## src/rtl/ropuf_array_gen2.sv

```systemverilog
// ropuf_array_gen2: ring-oscillator PUF response generator.
// An LFSR seeded from master_challenge picks one oscillator per bank (or two
// neighbours in bank A), edges of both are counted over a window, and the
// comparison of the two counts becomes one response bit, first bit in the MSB.
// Optional feature: define ROPUF_MASK_EN to add the margin input and the
// resp_mask output (1 where the two counts differ by less than margin).
module ropuf_array_gen2 #(
    parameter int N_RO      = 16,
    parameter int RESP_BITS = 256,
    parameter int CNT_W     = 16
) (
    input  logic                 clk,
    input  logic                 reset,
    input  logic                 start,
    input  logic                 mode,
    input  logic [15:0]          master_challenge,
    input  logic [7:0]           window_len,
    input  logic [N_RO-1:0]      ro_a,
    input  logic [N_RO-1:0]      ro_b,
`ifdef ROPUF_MASK_EN
    input  logic [CNT_W-1:0]     margin,
    output logic [RESP_BITS-1:0] resp_mask,
`endif
    output logic                 ro_en,
    output logic                 busy,
    output logic                 done,
    output logic [RESP_BITS-1:0] response
);

    localparam int L  = $clog2(N_RO);
    localparam int BW = $clog2(RESP_BITS);
    localparam logic [15:0] ZERO_SEED_SUB = 16'hACE1;

    typedef enum logic [2:0] {IDLE, SEED, ARM, MEASURE, SETTLE, COMPARE, DONE} state_t;

    state_t           state;
    logic             mode_r;
    logic [7:0]       win_len_r;
    logic [15:0]      seed_r;
    logic [15:0]      lfsr;
    logic [L-1:0]     idx_a, idx_b;
    logic [L-1:0]     arm_idx_a, arm_idx_b, sel_idx_a, sel_idx_b;
    logic [7:0]       win_cnt;
    logic             settle_cnt;
    logic [BW-1:0]    bit_cnt;
    logic [CNT_W-1:0] cnt_a, cnt_b, cnt_a_nxt, cnt_b_nxt;
    logic             sel_a, sel_b;
    logic             sync1_a, sync2_a, prev_a;
    logic             sync1_b, sync2_b, prev_b;
    logic             resp_bit;
`ifdef ROPUF_MASK_EN
    logic [CNT_W-1:0] margin_r;
    logic             mask_bit;
`endif

    // x^16+x^14+x^13+x^11+1, shifting left with feedback into bit 0
    function automatic logic [15:0] lfsr_next(input logic [15:0] v);
        return {v[14:0], v[15] ^ v[13] ^ v[12] ^ v[10]};
    endfunction

    function automatic logic [CNT_W-1:0] sat_inc(input logic [CNT_W-1:0] v);
        return (v == {CNT_W{1'b1}}) ? v : v + {{(CNT_W-1){1'b0}}, 1'b1};
    endfunction

`ifdef ROPUF_MASK_EN
    function automatic logic [CNT_W-1:0] abs_diff(input logic [CNT_W-1:0] x, input logic [CNT_W-1:0] y);
        return (x > y) ? x - y : y - x;
    endfunction
`endif

    // Oscillator selection; during ARM the new indices come straight from the LFSR
    // so the synchronisers already sample the new pair on the ARM edge
    always_comb begin
        arm_idx_a = lfsr[L-1:0];
        arm_idx_b = mode_r ? arm_idx_a + L'(1) : lfsr[2*L-1:L];
        sel_idx_a = (state == ARM) ? arm_idx_a : idx_a;
        sel_idx_b = (state == ARM) ? arm_idx_b : idx_b;
        sel_a     = ro_a[sel_idx_a];
        sel_b     = mode_r ? ro_a[sel_idx_b] : ro_b[sel_idx_b];
        cnt_a_nxt = (sync2_a & ~prev_a) ? sat_inc(cnt_a) : cnt_a;
        cnt_b_nxt = (sync2_b & ~prev_b) ? sat_inc(cnt_b) : cnt_b;
        resp_bit  = (cnt_a > cnt_b);
`ifdef ROPUF_MASK_EN
        mask_bit  = (abs_diff(cnt_a, cnt_b) < margin_r);
`endif
    end

    // Two-flop synchronisers plus edge history; on ARM the history is primed high
    // so samples taken under the previous bit's selection never count as an edge
    always_ff @(posedge clk) begin
        sync1_a <= sel_a;
        sync1_b <= sel_b;
        if (state == ARM) begin
            sync2_a <= 1'b1;
            sync2_b <= 1'b1;
            prev_a  <= 1'b1;
            prev_b  <= 1'b1;
        end else begin
            sync2_a <= sync1_a;
            sync2_b <= sync1_b;
            prev_a  <= sync2_a;
            prev_b  <= sync2_b;
        end
    end

    // Sequencer: seed, then per bit arm/measure/settle/compare, with registered outputs
    always_ff @(posedge clk) begin
        if (reset) begin
            state      <= IDLE;
            lfsr       <= '0;
            cnt_a      <= '0;
            cnt_b      <= '0;
            win_cnt    <= '0;
            settle_cnt <= 1'b0;
            bit_cnt    <= '0;
            response   <= '0;
            done       <= 1'b0;
            busy       <= 1'b0;
            ro_en      <= 1'b0;
`ifdef ROPUF_MASK_EN
            resp_mask  <= '0;
`endif
        end else begin
            case (state)
                IDLE, DONE: begin
                    if (start) begin
                        mode_r    <= mode;
                        win_len_r <= (window_len == 8'd0) ? 8'd1 : window_len;
                        seed_r    <= master_challenge;
                        done      <= 1'b0;
                        busy      <= 1'b1;
                        response  <= '0;
                        bit_cnt   <= '0;
`ifdef ROPUF_MASK_EN
                        margin_r  <= margin;
                        resp_mask <= '0;
`endif
                        state     <= SEED;
                    end
                end
                SEED: begin
                    lfsr  <= (seed_r == 16'h0000) ? ZERO_SEED_SUB : seed_r;
                    ro_en <= 1'b1;
                    state <= ARM;
                end
                ARM: begin
                    idx_a   <= arm_idx_a;
                    idx_b   <= arm_idx_b;
                    cnt_a   <= '0;
                    cnt_b   <= '0;
                    win_cnt <= '0;
                    state   <= MEASURE;
                end
                MEASURE: begin
                    cnt_a   <= cnt_a_nxt;
                    cnt_b   <= cnt_b_nxt;
                    win_cnt <= win_cnt + 8'd1;
                    if (win_cnt == win_len_r - 8'd1) begin
                        settle_cnt <= 1'b0;
                        state      <= SETTLE;
                    end
                end
                SETTLE: begin
                    cnt_a      <= cnt_a_nxt;
                    cnt_b      <= cnt_b_nxt;
                    settle_cnt <= 1'b1;
                    if (settle_cnt) begin
                        ro_en <= 1'b0;
                        state <= COMPARE;
                    end
                end
                COMPARE: begin
                    response <= {response[RESP_BITS-2:0], resp_bit};
`ifdef ROPUF_MASK_EN
                    resp_mask <= {resp_mask[RESP_BITS-2:0], mask_bit};
`endif
                    lfsr    <= lfsr_next(lfsr);
                    bit_cnt <= bit_cnt + BW'(1);
                    if (bit_cnt == BW'(RESP_BITS - 1)) begin
                        done  <= 1'b1;
                        busy  <= 1'b0;
                        state <= DONE;
                    end else begin
                        ro_en <= 1'b1;
                        state <= ARM;
                    end
                end
                default: state <= IDLE;
            endcase
        end
    end

endmodule
```

## config.mk

```make
export PLATFORM = sky130hd
export DESIGN_NAME = ropuf_array_gen2
export DESIGN_NICKNAME = d
export VERILOG_FILES = /design/src/rtl/ropuf_array_gen2.sv
export SDC_FILE = /design/constraint.sdc
export NUM_CORES = 1
export LEC_CHECK = 0
export BUFFER_PORTS_ARGS = -buffer_cell sky130_fd_sc_hd__buf_2
export CORE_UTILIZATION = 35
export DETAILED_ROUTE_END_ITERATION = 16
export SYNTH_ARGS = -nofsm -noshare
export SYNTH_HDL_FRONTEND = slang
export SYNTH_SLANG_ARGS = --single-unit
```

## constraint.sdc

```tcl
create_clock -name clk -period 6.85 [get_ports clk]
set_input_delay 0 -clock clk [delete_from_list [all_inputs] [get_ports clk]]
set_output_delay 0 -clock clk [all_outputs]
set_load 0.02 [all_outputs]
```

# [Yosys cells after proc, flatten, opt, wreduce, memory -nomap -nowiden]
# Index checks and enable logic that the tools add are counted.
[classes] addsub=6 magnitude_cmp=3 eq_ne=19 n_mux=39 bitwise=8 n_reduce_logical=19
[op_table] cell="one-hot mux 256 bit (2 select lines)" count=1
[op_table] cell="2-to-1 mux 256 bit" count=1
[op_table] cell="one-hot mux 16 bit (2 select lines)" count=3
[op_table] cell="2-to-1 mux 16 bit" count=5
[op_table] cell="adder 16 x 1 -> 16 bit, second input constant" count=2
[op_table] cell="equality test 16 bit, second input constant" count=2
[op_table] cell="one-hot mux 8 bit (2 select lines)" count=2
[op_table] cell="one-hot mux 3 bit (6 select lines)" count=1
[op_table] cell="AND reduction 3 bit" count=6
[op_table] cell="adder 8 x 1 -> 8 bit, second input constant" count=2
[op_table] cell="greater-than comparator 16 bit" count=1
[op_table] cell="zero test 16 bit" count=1
[op_table] cell="inequality test 2 bit, second input constant" count=7
[op_table] cell="binary-select mux 1 bit (select 4 bit)" count=3
[op_table] cell="2-to-1 mux 3 bit" count=4
[op_table] cell="2-to-1 mux 4 bit" count=3
[op_table] cell="2-to-1 mux 1 bit" count=11
[op_table] cell="less-than comparator 4 x 5 -> 1 bit, second input constant" count=2
[op_table] cell="nonzero test 2 bit" count=5
[op_table] cell="equality test 3 bit, second input constant" count=3
[op_table] cell="equality test 8 bit" count=1
[op_table] cell="equality test 8 bit, second input constant" count=1
[op_table] cell="zero test 8 bit" count=1
[op_table] cell="2-to-1 mux 8 bit" count=1
[op_table] cell="14 further kinds" count=25
[totals] ff_bits=366 out_inout_bits=259

# [Longest topological paths before layout]
# Gate-level depths: netlist of run 1.
[depth] depth_word=6 mapped_depth=11 mapped_depth_nobuf=9

# [Least setup slack after synthesis of run 1]
# Ideal clock, no wire load.
[synth_path] path_kind="reg2reg" from="register state[2]" to="register mode_r (enable)" setup_ps=407 arrival_time_ps=2702 t_required_ps=6443 setup_slack_ps=3741 stages_incl_launch_ff=8 n_path_buf=4 period_less_slack_ps=3109 path_cell_list="dfxtp_1 clkbuf_1 xor2_1 or3_1 clkbuf_1 clkbuf_1 clkbuf_1 nor2_1"
[synth_between] elab_chain_cells=3
[synth_lines] item="from (decl)" line="36" rtl="state_t state;"
[synth_lines] item="from (signal assigned)" line="109" rtl="state <= IDLE;"
[synth_lines] item="from (signal assigned)" line="138" rtl="state <= SEED;"
[synth_lines] item="from (signal assigned)" line="144" rtl="state <= ARM;"
[synth_lines] item="equality test 3 bit or zero test 3 bit (tied branches)" line="124" rtl="case (state)"
[synth_lines] item="OR reduction 2 bit (*)" line="124"
[synth_lines] item="AND reduction 3 bit (no line) (*)"
[synth_lines] item="to (signal assigned)" line="127" rtl="mode_r <= mode;"
[synth_lines] item="to (decl)" line="37" rtl="logic mode_r;"
# Every way passes the cells marked *; elsewhere a longest branch is shown, timed or not.
# A chain may end at the register's enable or synchronous reset.

# [Final worst setup path of run 1]
[layout_path] from="register state[2]" to="register sync1_b"
[layout_between] elab_chain_cells=5
[layout_lines] item="equality test 3 x 2 -> 1 bit (*)" line="77" rtl="sel_idx_b = (state == ARM) ? arm_idx_b : idx_b;"
[layout_lines] item="2-to-1 mux 4 bit (*)" line="77"
[layout_lines] item="via sel_idx_b[0]" line="42" rtl="logic [L-1:0] arm_idx_a, arm_idx_b, sel_idx_a, sel_idx_b;"
[layout_lines] item="binary-select mux 1 bit (select 4 bit)" line="79" rtl="sel_b = mode_r ? ro_a[sel_idx_b] : ro_b[sel_idx_b];"
[layout_lines] item="2-to-1 mux 1 bit (implied by the code)" line="79"
[layout_lines] item="2-to-1 mux 1 bit (*)" line="79"
[layout_lines] item="via sel_b" line="47" rtl="logic sel_a, sel_b;"
[layout_lines] item="to (signal assigned)" line="92" rtl="sync1_b <= sel_b;"
[layout_lines] item="to (decl)" line="49" rtl="logic sync1_b, sync2_b, prev_b;"
# The timed path passes the listed nets; every way through them passes the cells marked *. The select of a mux whose other input is x is not followed.

==> results.md, run 1 <==
* Outcome: finished clean
* Share of layout cells above drive strength 1 at 0.194
* Num CTS Buffers at just over 40
* Vias in the first global route at 12737
* Post-synth ARST share at 0
* Via-to-Cell Ratio at approximately 5.2
* Post-synthesis sequential area ratio at 0.515
* Hold-fix buffers, CTS at 32
* H-tree depth at 2
* Die area at 43300 um2
* # rows at 75
* Type of the worst setup path: register to register
* Final setup TNS at 0 ns
* Reg2reg start: state[2]$_SDFFE_PP0P_
* Initial antenna violation count at 0
* Peak supply drop at between 0.15 and 0.2 mV
* Static leakage at around 7.2 nW
* Max-slew violations at 0
* DR iter-0 viols at 951
* Share of the synthesized area in the top cell type at 0.448
* Met1 Track Usage GR at 0.229
* Max-slew headroom at 0.128
* #FFs+latches synth at 366
* Global route overflow at 0
* First-pass GRT wire length at roughly 66 mm
* Register area at 7660 um2
* CP Data Arrival Time at 4.87 ns
* Postcts setup bufs at 0
* Max Cap Viol at 0
* Final cell count without fillers at 2603
* Syn avg cell area at 8.37 um2
* Cell Area, Synth at 14900 um2
* # DRC at 0
* CP required at 7.27 ns
* DR vias at approximately 14000
* DRT Pass-1 Iters at 4
* R2r endpoint: sync1_b$_DFF_P_
* Die height at around 210 um
* Commonest non-fill, non-tap cell in the layout: dfxtp_1
* Largest area contributor in the netlist: dfxtp_1
* Ys flop type: dfxtp_1
* Worst-Skew Late Latency at 0.56 ns
* Clk buf depth at 3
* Worst Setup EP: sync1_b$_DFF_P_
* Place WS at 3.43 ns
* Hold Vio Cnt, Final at 0
* WHS at 0.0378 ns
* Critical path launch point type: register
* Hold_sp: ro_a[3]
* Number of cells in the design after placement at 2497
* Period utilization at 0.650
* GRT met2 Usage at 0.293
* Routing usage on met3 at 0.0595
* Gr busiest metal: met2
* CP Max Fanout at 21
* Setup WS post-layout at 2.40 ns
* Worst slew pin tran at roughly 1.3 ns
* Number of synthesized flops with an enable pin at 33
* Fmax at 225 MHz
* Sink Count at roughly 370
* Cell area power density at 265 nW/um2
* Mapped Nets at 1861
* Layout fillers at 4202
* Post-synth cell types at slightly below 60
* CTS tree: yes
* Average wire per standard cell at 15.7 um
* Global Route Usage Sum at 0.182
* Dpl hpwl at 25.3 mm
* CP startpoint: state[2]$_SDFFE_PP0P_
* WHS Path Cells at 4
* Root Buffer: clkbuf_16
* Ys Warns at 0
* Syn Inst Count at 1777
* Setup crit end kind: register
* Number of diodes at 0
* Largest net degree at the start of global routing at approximately 260
* Die X at 208 um
* Starting Density at 0.354
* Nets at approximately 2100
* Area of the multi-input gates at 6560 um2
* RSZ-0062 raised after global routing: no
* Core area at 41900 um2
* Commonest cells after routing, fill and taps aside: dfxtp_1, buf_2, nand2_1
* I/O Pins at around 320
* Area Growth Syn to Fin at 23.7%
* Final GP Congestion at 0.828
* Largest cells by area after synthesis: dfxtp_1, a21oi_1, nand3_1
* Post-layout min period at approximately 4.4 ns
* Setup violators final at 0
* Routed Antenna Nets at 0
* HP Class: input pin to register
* Reg2Reg Depth at 10
* Resize count post-CTS at 0
* Reg-to-reg slack, setup at 2.40 ns
* Reg clk slew, reported paths at 0.06 ns
* Post-Route Skew at between 0.02 and 0.025 ns
* Routed Wire Length at 40.8 mm
* Port bufs at 318
[routing by layer]
metal / share of wire / vias up
met5: 0 / -
met4: 0.027 / 0
met3: 0.073 / 69
met2: 0.46 / 340
met1: 0.44 / 6449
li1: - / 6683
[metrics by stage]
| stage | instance area, um2 | utilization | total power, mW |
|---|---|---|---|
| CTS | 18400 | 0.438 | 4.94 |
| floorplan | 14900 | - | 2.58 |
| detailed placement | 16700 | 0.398 | 2.68 |
| global route | 18400 | 0.438 | 5.08 |
| finish | 18400 | 0.438 | 4.87 |
| global placement | 16700 | 0.398 | 2.67 |
[Yosys cell counts (all sizes together) (4+ instances only)]
master / instances
nor2: 77
and3: 6
or3: 4
nor3b: 5
a21o: 8
xnor2: 34
inv: 34
nor4: 10
nand3: 275
nor2b: 7
ha: 24
edfxtp: 33
clkbuf: 136
xor2: 12
o21ai: 15
a211oi: 15
and2: 6
a21oi: 291
buf: 9
nand2: 312
nor3: 12
nand4: 24
nand3b: 5
mux2i: 26
dfxtp: 333
nand2b: 8
o221ai: 9
[state kept, by name, indices dropped and copies added (netlist names), 3 cells and up]
register	count
idx_b	4
state	3
seed_r	16
win_len_r	8
win_cnt	8
cnt_b	16
cnt_a	16
bit_cnt	8
lfsr	16
response	256
idx_a	4
[layout make-up]
type	count	area share
Clock buffer	61	0.0655
Clock inverter	13	0.00837
Inverter	35	0.00715
Multi-Input combinational cell	1231	0.357
Sequential cell	366	0.416
Tap cell	539	0.0367
Timing Repair Buffer	358	0.109
[worst min path at each step]
| stage | slack [ns] | to |
|---|---|---|
| after detailed placement | 0.18 | seed_r[12]$_DFFE_PP_ |
| after CTS | 0.01 | sync1_a$_DFF_P_ |
| final | 0.04 | sync1_a$_DFF_P_ |
| after global placement | 0.18 | seed_r[10]$_DFFE_PP_ |
| after floorplan | 0.1 | mode_r$_DFFE_PP_ |
| after global routing | 0.05 | sync1_a$_DFF_P_ |
[critical path, cell delays in order, from the launching register on]
cell and delay [ns]:
dfxtp_1 0.94, or3b_2 0.52, nor3_1 0.17, or2_2 0.42, inv_2 0.19, nand4_1 0.11
dlygate4sd3_1 0.57, a41oi_1 0.16, dlygate4sd3_1 0.58, o32ai_1 0.08, dlygate4sd3_1 0.57
[power breakdown]
| group | internal [mW] | leakage, nW | switching [mW] | total, mW |
|---|---|---|---|---|
| logic | 0.133 | 3.49 | 0.264 | 0.397 |
| registers | 2.22 | 3.00 | 0.0401 | 2.26 |
| clock network | 1.33 | 0.663 | 0.886 | 2.22 |
| total | 3.68 | 7.15 | 1.19 | 4.87 |
[cells by family (layout without fill, tap and decap cells)]
family | after synthesis | after routing | synth area share
mux | 29 | 29 | 0.0205
flops | 366 | 366 | 0.515
xor+xnor | 46 | 46 | 0.0271
simple gates | 763 | 763 | 0.234
fa+ha+maj | 24 | 24 | 0.0202
compound gates | 369 | 369 | 0.137
buf+inv | 180 | 467 | 0.0455
(Power assumes the default switching activity.)
==> inputs of run 2 (changes only) <==
==> constraint.sdc (replaced) <==
create_clock -name clk -period 4.3 [get_ports clk]
set_input_delay 0 -clock clk [delete_from_list [all_inputs] [get_ports clk]]
set_output_delay 0 -clock clk [all_outputs]
set_load 0.02 [all_outputs]
==> run 2 against run 1 <==
  * Clock skew shrank 0.0091 ns
  * Maximum frequency is 11% higher
  * Total power increased by 58%
  * Non-clock buffer count grew 7
  * Final area rose by 0.35%
  * Sequential cell count unchanged
  * First-iteration DRC count increased by 18%
==> results.md, run 2 (synthesized netlist as in run 1, its figures left out) <==
* DRT Pass-1 Iters at 6
* WHS Path Cells at 2
* First-pass GRT wire length at approximately 66 mm
* CP Max Fanout at 18
* Reg clk slew, reported paths at 0.06 ns
* Period utilization at 0.936
* Hold_sp: reset
* Max-slew violations at 0
* WP buf/inv at 4
* HP Class: input pin to register
* CTS tree: yes
* Area Growth Syn to Fin at 24.1%
* # DRC at 0
* Final GP Congestion at between 0.8 and 0.9
* Core area at about 42000 um2
* CP startpoint: state[1]$_SDFFE_PP0P_
* Average wire per standard cell at 15.7 um
* Postcts setup bufs at 0
* Reg2Reg Depth at 10
* Post-layout util at 0.440
* Routed Antenna Nets at 0
* Die height at 208 um
* DR vias at ~14000
* Fmax at 248 MHz
* I/O Pins at 319
* Post-Route Skew at 0.0128 ns
* R2r endpoint: sync1_b$_DFF_P_
* Cell area after layout at 18400 um2
* Slowest cell on the critical path: or3b_2
* Critical path launch point type: register
* Final setup TNS at 0 ns
* WP depth at 10
* Outcome: finished clean
* Global Route Usage Sum at 0.184
* DP Area at 16800 um2
* Final cell count without fillers at approximately 2600
* Global route overflow at 0
* Largest Register: response
* Port bufs at around 320
* Die area at 43300 um2
* RSZ-0062 raised after global routing: no
* Worst path top cell family by delay: buffers and inverters
* Clk buf depth at 3
* Cell area power density at about 420 nW/um2
* Number of diodes at 0
* Worst Setup EP: sync1_b$_DFF_P_
* CP Data Arrival Time at 4.51 ns
* Max FFs per register at 256
* # rows at 75
* Peak supply drop at 0.270 mV
* Vias in the first global route at 12800
* Commonest non-fill, non-tap cell in the layout: dfxtp_1
* DR iter-0 viols at 1118
* Type of the worst setup path: register to register
* Dpl hpwl at 25.6 mm
* Static leakage at 7.20 nW
* Worst-Skew Late Latency at ~0.55 ns
* Largest net degree at the start of global routing at 184
* Num CTS Buffers at 42
* Initial antenna violation count at 0
* Die X at 208 um
* CP required at around 4.8 ns
* Worst slew pin tran at about 1.1 ns
* Starting Density at 0.354
* Commonest cells after routing, fill and taps aside: dfxtp_1, buf_2, nand2_1
* Setup violators final at 0
* Hold Vio Cnt, Final at 0
* Sink Count at 366
* CP cell instances: or3b_2, nor3_1, or2_2, inv_2, nand4_1, dlygate4sd3_1, a41oi_1, dlygate4sd3_1, o32ai_1, dlygate4sd3_1
* Reg-to-reg slack, setup at 0.27 ns
* Root Buffer: clkbuf_16
* Total power at 7.71 mW
* CP peak stage delay at 0.68 ns
* Reg2reg start: state[1]$_SDFFE_PP0P_
* Routed Wire Length at 41.0 mm
* Post-layout min period at 4.03 ns
* Number of cells in the design after placement at about 2500
* Nets at 2125
* Most used cell, CP: dlygate4sd3_1
* Max-slew headroom at 0.234
* Via-to-Cell Ratio at 5.20
* Share of layout cells above drive strength 1 at 0.199
* H-tree depth at 2
* Max Cap Viol at 0
* Setup crit end kind: register
-- run 2: layout make-up --
class	count	area, um2
multi-input cells	1231	6560
flip-flops and latches	366	7660
inverters	35	131
clock buffers	60	1220
well taps	539	674
clock inverters	14	103
repair buffers	365	2100
fillers	4194	23500
-- run 2: what timing repair did --
action / CTS / global route
gates resized for setup: 0 / 1
setup endpoints to repair: 0 / 2
hold buffers: 33 / 0
hold endpoints to repair: 30 / 0
-- run 2: worst min-delay path by stage --
stage,endpoint,slack (ns)
final,response[125]$_SDFFE_PP0P_,0.08
after global placement,seed_r[5]$_DFFE_PP_,0.18
after floorplan,mode_r$_DFFE_PP_,0.1
after CTS,bit_cnt[6]$_SDFFE_PP0P_,0.07
after global routing,bit_cnt[6]$_SDFFE_PP0P_,0.12
after detailed placement,seed_r[5]$_DFFE_PP_,0.18
-- run 2: per-layer routing --
metal / vias up / track usage / part of all wire
met5: - / 0 / 0
met4: 0 / 0.0771 / 0.031
met3: 76 / 0.0528 / 0.069
met2: 358 / 0.293 / 0.46
met1: 6463 / 0.233 / 0.44
li1: 6678 / - / -
-- run 2: worst register-to-register path, cell delays in order (launching register included) --
cell and delay (ns):
dfxtp_2 0.50, or3b_2 0.68, nor3_1 0.32, or2_2 0.29, inv_2 0.13, nand4_1 0.12
dlygate4sd3_1 0.55, a41oi_1 0.09, dlygate4sd3_1 0.58, o32ai_1 0.13, dlygate4sd3_1 0.58
-- run 2: report_power, final --
group          total, mW  switching, mW  internal [mW]  leakage, nW
clock network       3.46           1.42           2.04        0.658
logic              0.648          0.422          0.226         3.55
registers           3.60         0.0676           3.53         3.00
-- run 2: metrics by stage --
stage / setup slack [ns] / hold WS (ns)
after floorplan: 1.19 / 0.0989
after global placement: 1.28 / 0.178
after detailed placement: 1.19 / 0.178
after CTS: 0.180 / 0.0688
after global routing: 0.0588 / 0.123
final: 0.274 / 0.0802
==> inputs of run 3 (changes only) <==
--- a/config.mk
+++ b/config.mk
@@ -7,6 +7,7 @@
 export LEC_CHECK = 0
 export BUFFER_PORTS_ARGS = -buffer_cell sky130_fd_sc_hd__buf_2
 export CORE_UTILIZATION = 35
+export CTS_CLUSTER_DIAMETER = 50
 export DETAILED_ROUTE_END_ITERATION = 16
 export SYNTH_ARGS = -nofsm -noshare
 export SYNTH_HDL_FRONTEND = slang
==> constraint.sdc (replaced) <==
create_clock -name clk -period 4.3 [get_ports clk]
set_input_delay 0.43 -clock clk [delete_from_list [all_inputs] [get_ports clk]]
set_output_delay 0.43 -clock clk [all_outputs]
set_load 0.02 [all_outputs]
==> run 3 against run 2 <==
  * Worst setup slack better by 0.85 ns
  * Clock power increased by 17%
  * Sequential cell count did not move
  * Maximum frequency increased by 27%
  * Combinational power decreased by 6.2%
  * Critical path depth is 5 lower
  * Sequential power is essentially flat
  * Largest power group is now the clock network
  * Highest routed layer is now met5
==> results.md, run 3 (synthesized netlist as in run 1, its figures left out) <==
* Area Growth Syn to Fin at 23.9%
* Initial antenna violation count at 7
* Final cell count without fillers at 2596
* I/O Pins at around 320
* CP Max Fanout at 18
* Final GP Congestion at 0.828
* # DRC at 0
* Hold Vio Cnt, Final at 0
* Max-slew violations at 0
* Vias in the first global route at 12678
* DR vias at 13512
* Global Route Usage Sum at 0.181
* Setup violators final at 0
* Max FFs per register at between 200 and 300
* Max-slew headroom at 0.0496
* Via-to-Cell Ratio at 5.20
* Worst-Skew Late Latency at 0.55 ns
* Reg power frac at 0.436
* H-tree depth at 2
* Setup WS post-layout at between 1 and 1.5 ns
* Comb pwr share at 0.074
* Clk buf depth at 3
* DR iter-0 viols at 924
* Num CTS Buffers at 46
* CP required at between 4 and 5 ns
* Reg clk slew, reported paths at 0.06 ns
* Resize count post-CTS at 0
* Share of layout cells above drive strength 1 at 0.207
* Starting Density at 0.354
* Place WS at 1.12 ns
* Postcts setup bufs at 0
* Die area at approximately 43000 um2
* Largest Register: response
* HP Class: input pin to register
* Clk network pwr share at 0.491
* Setup crit end kind: register
* Max Cap Viol at 0
* Nets at about 2100
* Period utilization at 0.739
* Die height at 208 um
* CTS tree: yes
* Type of the worst setup path: register to register
* Dpl hpwl at 25.9 mm
* Worst slew pin tran at 1.43 ns
* Post-Route Skew at 0.0125 ns
* RSZ-0062 raised after global routing: no
* Internal at ~6.3 mW
* Commonest non-fill, non-tap cell in the layout: dfxtp_1
* Switching share of power at 0.239
* First-pass GRT wire length at 65.3 mm
* Core area at 41900 um2
* Die X at 208 um
* # rows at 75
* Layout fillers at 4128
* Switching pwr at approximately 2.0 mW
* Hold-fix buffers, CTS at 0
* Port bufs at 318
* Routed Wire Length at 40.6 mm
* Post-layout min period at 3.18 ns
* Outcome: finished clean
* Peak supply drop at 0.314 mV
* Sink Count at 366
* CP Data Arrival Time at 3.65 ns
* Root Buffer: clkbuf_16
* Cell area power density at 448 nW/um2
* Critical path launch point type: register
* Largest net degree at the start of global routing at 262
* Static leakage at 7.20 nW
* Final setup TNS at 0 ns
* Number of cells in the design after placement at 2506
* Fmax at 315 MHz
* Average wire per standard cell at 15.6 um
* Global route overflow at 0
* Routed Antenna Nets at 0
* DRT Pass-1 Iters at 5
* Commonest cells after routing, fill and taps aside: dfxtp_1, buf_2, nand2_1
[run 3: critical path, cell delays in order (launching register included)]
cell and delay [ns]:
dfxtp_1 0.67, or3b_2 0.69, mux2i_1 0.90, mux2i_1 0.18, mux4_2 0.49, mux2i_1 0.15
[run 3: worst paths after layout]
kind	from	endpoint	slack, ns	depth (start not counted)
setup / recovery	state[1]$_SDFFE_PP0P_	sync1_a$_DFF_P_	1.12	5
hold / removal	master_challenge[8]	seed_r[8]$_DFFE_PP_	0.05	1
setup reg to reg	state[1]$_SDFFE_PP0P_	sync1_a$_DFF_P_	1.12	5
hold reg to reg	sync1_a$_DFF_P_	sync2_a$_SDFF_PP1_	0.42	1
[run 3: metrics by stage]
step	hold WS (ns)	power [mW]	utilization	cell area, um2
2_1_floorplan	0.386	4.10	-	14900
3_3_place_gp	0.418	4.27	0.400	16800
3_5_place_dp	0.405	4.28	0.400	16800
4_1_cts	0.00843	8.38	0.439	18400
5_1_grt	0.0194	8.58	0.439	18400
6_report	0.0468	8.26	0.439	18400
[run 3: layout make-up]
class                           instances  area [um2]  area share
Clock buffer                           67        1350      0.0735
Sequential cell                       366        7660       0.416
Clock inverter                         19         275      0.0149
Timing Repair Buffer                  335        1770      0.0958
Inverter                               35         131     0.00713
Tap cell                              539         674      0.0366
Multi-Input combinational cell       1231        6560       0.356
Antenna cell                            4        10.0    0.000543
[run 3: routing by layer]
| layer | global-route usage | share of wire |
|---|---|---|
| met1 | 0.229 | 0.43 |
| met5 | 0 | 0.00049 |
| met2 | 0.290 | 0.47 |
| met4 | 0.0710 | 0.029 |
| met3 | 0.0518 | 0.074 |
[run 3: power groups by stage]
| stage | logic [mW] | clock network, mW | registers (mW) |
|---|---|---|---|
| 2_1_floorplan | 0.461 | 0 | 3.64 |
| 3_3_place_gp | 0.598 | 0 | 3.67 |
| 3_5_place_dp | 0.608 | 0 | 3.67 |
| 4_1_cts | 0.610 | 4.17 | 3.60 |
| 5_1_grt | 0.678 | 4.29 | 3.61 |
| 6_report | 0.608 | 4.05 | 3.60 |
